### src/rtl/mux_rr_8to1.sv
// 8-to-1 round-robin merge with a single registered output slot.
// Channels present valid/ready handshakes; one channel is granted per free
// slot, searching upward from the channel after the last one granted.
module mux_rr_8to1 #(
    parameter int width = 8,
    parameter int snum  = 3
) (
    input  logic               clk,
    input  logic               rst,
    input  logic [width-1:0]   i0,
    input  logic [width-1:0]   i1,
    input  logic [width-1:0]   i2,
    input  logic [width-1:0]   i3,
    input  logic [width-1:0]   i4,
    input  logic [width-1:0]   i5,
    input  logic [width-1:0]   i6,
    input  logic [width-1:0]   i7,
    input  logic [7:0]         i_valid,
    output logic [7:0]         i_ready,
    output logic [width-1:0]   o,
    output logic [snum-1:0]    sel,
    output logic               o_valid,
    input  logic               o_ready
);

    localparam int nch = 8;

    logic [nch*width-1:0] din_flat;
    logic [width-1:0]     din [nch];

    logic [width-1:0] o_reg;
    logic [2:0]       sel_reg;
    logic             o_valid_reg;
    logic [2:0]       ptr_reg;

    logic             slot_free;
    logic             grant_found;
    logic [2:0]       grant_idx;
    logic             take;

    assign din_flat = {i7, i6, i5, i4, i3, i2, i1, i0};

    // Unpack the channel inputs into an indexable array.
    generate
        for (genvar gi = 0; gi < nch; gi++) begin : g_din
            assign din[gi] = din_flat[gi*width +: width];
        end
    endgenerate

    // The slot can take a new word when empty or when its word leaves now.
    assign slot_free = !o_valid_reg || o_ready;

    // Round-robin search: ptr+1 .. ptr+8 (mod 8); the last candidate is ptr
    // itself so a lone requester that was just served is still granted.
    always_comb begin
        logic [2:0] cand;
        grant_found = 1'b0;
        grant_idx   = 3'd0;
        cand        = 3'd0;
        for (int k = 1; k <= nch; k++) begin
            cand = ptr_reg + 3'(k);
            if (!grant_found && i_valid[cand]) begin
                grant_found = 1'b1;
                grant_idx   = cand;
            end
        end
    end

    // A grant happens only outside reset with a free slot and a requester.
    assign take = !rst && slot_free && grant_found;

    // One-hot ready on the granted channel; grant_idx is always a requester.
    generate
        for (genvar gi = 0; gi < nch; gi++) begin : g_ready
            assign i_ready[gi] = take && (grant_idx == 3'(gi));
        end
    endgenerate

    // Output slot and round-robin pointer update.
    always_ff @(posedge clk) begin
        if (rst) begin
            o_reg       <= '0;
            sel_reg     <= 3'd0;
            o_valid_reg <= 1'b0;
            ptr_reg     <= 3'd7;
        end else if (slot_free) begin
            if (grant_found) begin
                o_reg       <= din[grant_idx];
                sel_reg     <= grant_idx;
                o_valid_reg <= 1'b1;
                ptr_reg     <= grant_idx;
            end else begin
                o_valid_reg <= 1'b0;
            end
        end
    end

    assign o       = o_reg;
    assign sel     = snum'(sel_reg);
    assign o_valid = o_valid_reg;

endmodule
### config.mk
export PLATFORM = sky130hd
export DESIGN_NAME = mux_rr_8to1
export DESIGN_NICKNAME = d
export VERILOG_FILES = /design/src/rtl/mux_rr_8to1.sv
export SDC_FILE = /design/constraint.sdc
export NUM_CORES = 1
export LEC_CHECK = 0
export CAP_MARGIN = 20
export CORE_ASPECT_RATIO = 1.2
export CORE_MARGIN = 5
export CORE_UTILIZATION = 47
export DETAILED_ROUTE_END_ITERATION = 8
export GPL_TIMING_DRIVEN = 0
export PLACE_DENSITY = 0.95
export SETUP_SLACK_MARGIN = 0.2
export SLEW_MARGIN = 15
export SYNTH_ARGS = -nofsm -noshare
export SYNTH_HDL_FRONTEND = slang
export SYNTH_SLANG_ARGS = --single-unit
### constraint.sdc
create_clock -name clk -period 8.9 [get_ports clk]
set_input_delay 1.78 -clock clk [delete_from_list [all_inputs] [get_ports clk]]
set_output_delay 1.78 -clock clk [all_outputs]
set_load 0.05 [all_outputs]
# ---- After elaboration in Yosys (flattened, before gate mapping)
# Cells that the tools add are included.
dict set report classes {
  addsub 7
  magnitude_cmp 9
  n_eq_ne 7
  n_mux 36
  n_bitwise 1
  reduce_logical 29
}
# operator n
set op_table {}
lappend op_table {{3-bit by 4-bit less-than comparator with 1-bit output, second input constant} 8}
lappend op_table {{1-bit binary-select mux with 3-bit select} 8}
lappend op_table {{8-bit binary-select mux with 3-bit select} 1}
lappend op_table {{3-bit two-way mux} 8}
lappend op_table {{1-bit logical AND} 17}
lappend op_table {{1-bit two-way mux} 17}
lappend op_table {{8-bit two-way mux} 2}
lappend op_table {{3-bit adder, second input constant} 4}
lappend op_table {{3-bit equality test, second input constant} 4}
lappend op_table {{1-bit logical NOT} 9}
lappend op_table {{3-bit by 2-bit adder with 3-bit output, second input constant} 2}
lappend op_table {{3-bit by 2-bit equality test with 1-bit output, second input constant} 2}
lappend op_table {{4-bit >= comparator, second input constant} 1}
lappend op_table {{3-bit NOT with 4-bit output} 1}
lappend op_table {{3-bit by 1-bit adder with 3-bit output, second input constant} 1}
lappend op_table {{3-bit by 1-bit equality test with 1-bit output, second input constant} 1}
lappend op_table {{3-bit logical NOT} 1}
lappend op_table {{2-bit AND reduction} 1}
lappend op_table {{1-bit logical OR} 1}
dict set report totals {
  regBits 15
  input_bits 75
  out_inout_bits 20
  wordCells 93
}

# ---- Logic depth before layout (Yosys ltp)
dict set report depth {
  word_depth 29
  ltp_mapped 17
  mapped_depth_nobuf 11
}

# ---- Worst setup path before layout
# No wires, ideal clock.
dict set report synth_timing {
  path_type {input to output}
  start {input i_valid[7]}
  end {output i_ready[5]}
  arrival_time_ns 4.417
  required_ns 7.120
  setup_slack_ns 2.703
  path_stages 9
  n_path_buf 1
  path_cell_list {mux4_2 mux2_4 o221a_1 a2111oi_1 a2111o_1 a22oi_2 buf_2 nand2b_1 nor2_1}
}
dict set report synth_via {
  elab_chain_cells 26
  elab_cells_between_ends 49
  classes_between {1 x eq/ne; 32 x mux; 16 x reduce/logical}
}
# element line
set synth_rtl {}
lappend synth_rtl {{from (decl)} 18} ;# input logic [7:0] i_valid,
lappend synth_rtl {{1-bit binary-select mux with 3-bit select} 62} ;# if (!grant_found && i_valid[cand]) begin
lappend synth_rtl {{1-bit two-way mux (implied by the code)} 62}
lappend synth_rtl {{1-bit two-way mux} 62}
lappend synth_rtl {{1-bit logical NOT} 62}
lappend synth_rtl {{1-bit logical AND} 62}
lappend synth_rtl {{1-bit two-way mux} 62}
lappend synth_rtl {{1-bit logical NOT} 62}
lappend synth_rtl {{1-bit logical AND} 62}
lappend synth_rtl {{(+10 left out)} --}
lappend synth_rtl {{1-bit logical NOT} 62}
lappend synth_rtl {{1-bit logical AND} 62}
lappend synth_rtl {{1-bit two-way mux} 62}
lappend synth_rtl {{1-bit logical NOT} 62}
lappend synth_rtl {{1-bit logical AND} 62}
lappend synth_rtl {{3-bit two-way mux or 1-bit two-way mux (tied branches)} 62}
lappend synth_rtl {{3-bit equality test or 1-bit logical AND (tied branches)} {75, 70}}
lappend synth_rtl {{1-bit logical AND *} 75} ;# assign i_ready[gi] = take && (grant_idx == 3'(gi));
lappend synth_rtl {{to (decl)} 19} ;# output logic [7:0] i_ready,
# Mark *: on every way between the ends. The rest lies on a longest branch, timed or not. The select of a mux whose other input is x is not followed.

# ---- Worst setup path after layout
dict set report layout_timing {
  start {input i_valid[5]}
  end {output i_ready[4]}
}
# Same word-level chain as after synthesis.

==> flow_metrics.py <==
metrics = {
    "outcome": {
        "status": "finished, final reports clean",
    },
    "setup_path": {
        "endpoint_kind": "output port",
        "path_common_cell": "clkdlybuf4s50_1",
        "max_stage_delay_ns": 0.84,
        "criticalPathCategory": "in -> out",
        "crit_chain": "clkdlybuf4s50_1, mux4_2, mux2_4, o221a_1, a2111oi_1, a2111o_1, a22oi_2, buf_2, nand2b_1, nor2_1, clkdlybuf4s50_1",
        "r2r_setup_slack_ns": 4.83,
        "reg2reg_depth": 15,
        "worstPathMaxFanout": 10,
        "crit_slowest_cell": "clkdlybuf4s50_1",
        "r2r_end": "o[5]$_SDFFE_PP0P_",
        "setup.worst_path.start_class": "primary input",
        "cp.required_ns": 7.12,
        "r2r_start": "ptr_reg[1]$_SDFFE_PP1P_",
        "crit_arrival_ns": 5.61,
    },
    "synthesis": {
        "synth_area_per_cell_um2": 9.50,
        "synth_edf_count": 0,
        "postSynth.asyncResetShare_pct": 0,
        "synth_area_um2": 2230,
        "postSynthCellCount": 235,
        "yosys_most_used_dff": "dfxtp_1",
        "yosysUniqueCellTypes": 60,
        "yosysWarnings": 0,
        "yosysSeqAreaShare_pct": 13.5,
        "syn_nets": 312,
        "ys_seq_elements": 15,
    },
    "min_path": {
        "min_path_type": "reg -> reg",
        "min_path_cells": 2,
        "whs_endpoint": "sel[2]$_SDFFE_PP0P_",
        "min_from": "sel[2]$_SDFFE_PP0P_",
    },
    "detailed_routing": {
        "wl_per_cell_um": 19.1,
        "firstDrtPassIters": 4,
        "drt-total-wl_um": 7460,
        "first_iter_violations": 326,
        "via_per_inst": 6.22,
        "via_count": 2432,
        "detail-route-antenna-nets": 0,
        "drcViolationCount": 0,
    },
    "clock_network": {
        "cts_hold_buffers": 0,
        "cts_buffers": 3,
        "cts_htree_levels": 1,
        "postCtsSetupRepairBufs": 0,
        "clockBufferDepth": 2,
        "cts_root_buf": "clkbuf_8",
        "clk_latency_ns": 0.25,
        "cts_tree": "built",
        "cts.clk_slew.worst_paths_ns": 0.06,
        "cts_resized": 0,
        "clock_sinks": 15,
    },
    "die": {
        "die_w_um": 72.9,
        "io_pins": 95,
        "start_util_pct": 48.6,
        "fp.dieH_um": 85.5,
        "rows": 27,
        "die-area_um2": 6230,
        "core_area_um2": 4590,
    },
    "final_layout": {
        "nNetsFinal": 411,
        "fill_cells": 313,
        "n_antenna_cell": 0,
        "ff_latch_area_um2": 300,
        "largest_reg_flops": 8,
        "multi_input_area_um2": 1770,
        "drive_gt1_share_pct": 18.0,
        "area_delta_synth_final_pct": 47.4,
    },
    "global_route": {
        "grt_pass1_vias": 2616,
        "grt_max_degree": 11,
        "grt_antenna_before_repair": 0,
        "grt_first_pass_wirelength_um": 12000,
        "grt_use_total_pct": 24.0,
        "grt.overflow.total": 0,
    },
    "sta": {
        "tns_ns": 0,
        "hold_viol": 0,
        "fin_crit_ns": 7.39,
        "grt_setup_unrepaired": "no",
        "slew_headroom_pct": 64.5,
        "slew_viol_final": 0,
        "skew_ns": 0.00397,
        "worstMarginPinSlew_ns": 0.530,
        "max_clock_freq_ghz": 0.135,
        "fin_crit_sh_pct": 83.0,
        "report.final.setup_viol": 0,
    },
    "flow_run": {
        "max_cap_violations": 0,
    },
    "power_and_ir_drop": {
        "leakage_nw": 1.30,
        "clkPwrFrac_pct": 3.6,
        "p_sw_share_pct": 52.6,
        "fin_total_pwr_mw": 1.55,
        "switchingPower_uw": 815,
        "internal-power_uw": 733,
        "cellPowerDensity_nw_per_um2": 470,
        "pwr-share-seq_pct": 7.4,
        "ir_drop_v": 0.000303,
        "comb_power_share_pct": 89.1,
    },
    "place": {
        "dp_hpwl_um": 6100,
        "gp_congestion": 0.946,
        "port-buffer-count": 94,
    },
}
[cell type report]
class / instances / area share, %
inverters: 3 / 0.342
clock buffers: 4 / 1.37
repair buffers: 94 / 28.6
well taps: 58 / 2.21
plain buffers: 20 / 4.56
flip-flops and latches: 15 / 9.13
multi-input cells: 197 / 53.8
[per-layer routing]
| layer | up-vias | GRT usage, % | part of all wire [%] |
|---|---|---|---|
| met1 | 1136 | 25.3 | 35 |
| li1 | 1118 | - | - |
| met4 | 0 | 8.56 | 2.6 |
| met5 | - | 0 | 0 |
| met2 | 158 | 44.7 | 52 |
| met3 | 20 | 6.21 | 10 |
[worst max path at each step]
stage | from | endpoint | slack (ns) | cells after the start
after detailed placement | i_valid[6] | i_ready[6] | 1.61 | 11
after CTS | i_valid[6] | i_ready[6] | 1.60 | 11
final | i_valid[5] | i_ready[4] | 1.51 | 11
after global routing | i_valid[6] | i_ready[3] | 1.35 | 11
after floorplan | i_valid[7] | i_ready[5] | 2.70 | 9
after global placement | i_valid[6] | i_ready[7] | 1.70 | 11
[metrics by stage]
| stage | cells | hold slack, ns | instance area, um^2 | util (%) | setup slack, ns |
|---|---|---|---|---|---|
| global placement | 387 | 0.482 | 3250 | 70.6 | 1.70 |
| CTS | 391 | 0.499 | 3290 | 71.6 | 1.60 |
| floorplan | 235 | 0.703 | 2230 | - | 2.70 |
| detailed placement | 387 | 0.494 | 3250 | 70.6 | 1.61 |
| global route | 391 | 0.544 | 3290 | 71.6 | 1.35 |
| finish | 391 | 0.495 | 3290 | 71.6 | 1.51 |
[power groups by stage]
stage          clock [mW]  combinational [mW]  sequential [mW]
2_1_floorplan           0               0.987            0.182
3_3_place_gp            0                1.32            0.113
3_5_place_dp            0                1.36            0.114
4_1_cts            0.0548                1.36            0.113
5_1_grt            0.0578                1.46            0.116
6_report           0.0555                1.38            0.114
[cells by family after synthesis]
kind of cell,share of synthesized area [%]
simple gates,19.3
mux,36.3
compound gates,20.1
buf+inv,7.23
flops,13.5
xor+xnor,2.41
fa+ha+maj,1.12
[synthesized netlist by cell type (2+ instances only)]
cell type | count | area, um^2
mux4_2 | 8 | 180
a211oi_1 | 4 | 30.0
mux2_4 | 3 | 45.0
xnor2_1 | 3 | 26.3
buf_4 | 2 | 15.0
and2_1 | 3 | 18.8
ha_1 | 2 | 25.0
buf_2 | 6 | 30.0
a2111oi_2 | 8 | 120
nor2b_1 | 3 | 18.8
nor2_1 | 17 | 63.8
o21ai_1 | 2 | 10.0
inv_1 | 2 | 7.51
mux2i_1 | 42 | 420
buf_6 | 8 | 90.1
o2bb2ai_1 | 7 | 61.3
o21bai_1 | 2 | 15.0
nand4_1 | 2 | 12.5
mux2_2 | 8 | 90.1
o21ai_0 | 2 | 10.0
a21oi_1 | 9 | 45.0
clkbuf_1 | 4 | 15.0
or3b_2 | 3 | 26.3
nand3b_1 | 2 | 15.0
nand2_1 | 9 | 33.8
or2_2 | 2 | 12.5
dfxtp_1 | 15 | 300
a2111o_1 | 2 | 22.5
nand2b_1 | 5 | 31.3
nor3_1 | 19 | 95.1
mux4_1 | 2 | 52.6
[cells in the final DEF (no fill, tap or decap), types with 4 or more instances in the layout]
cell type	n
a2111oi_2	8
buf_6	8
o2bb2ai_1	7
mux2_2	8
clkbuf_1	5
a211oi_1	4
dfxtp_1	15
nand2b_1	5
nor3_1	19
nor2_1	17
nand2_1	9
buf_2	6
clkdlybuf4s50_1	94
a21oi_1	9
mux4_2	8
mux2i_1	42
[critical path: cells and delay by family]
kind / cells / cell delay, ns
multiplexers: 2 / 0.94
AND/OR/NAND/NOR: 2 / 0.33
AO/OA/AOI/OAI: 4 / 0.94
buffers and inverters: 3 / 1.61
(Power assumes the default switching activity.)
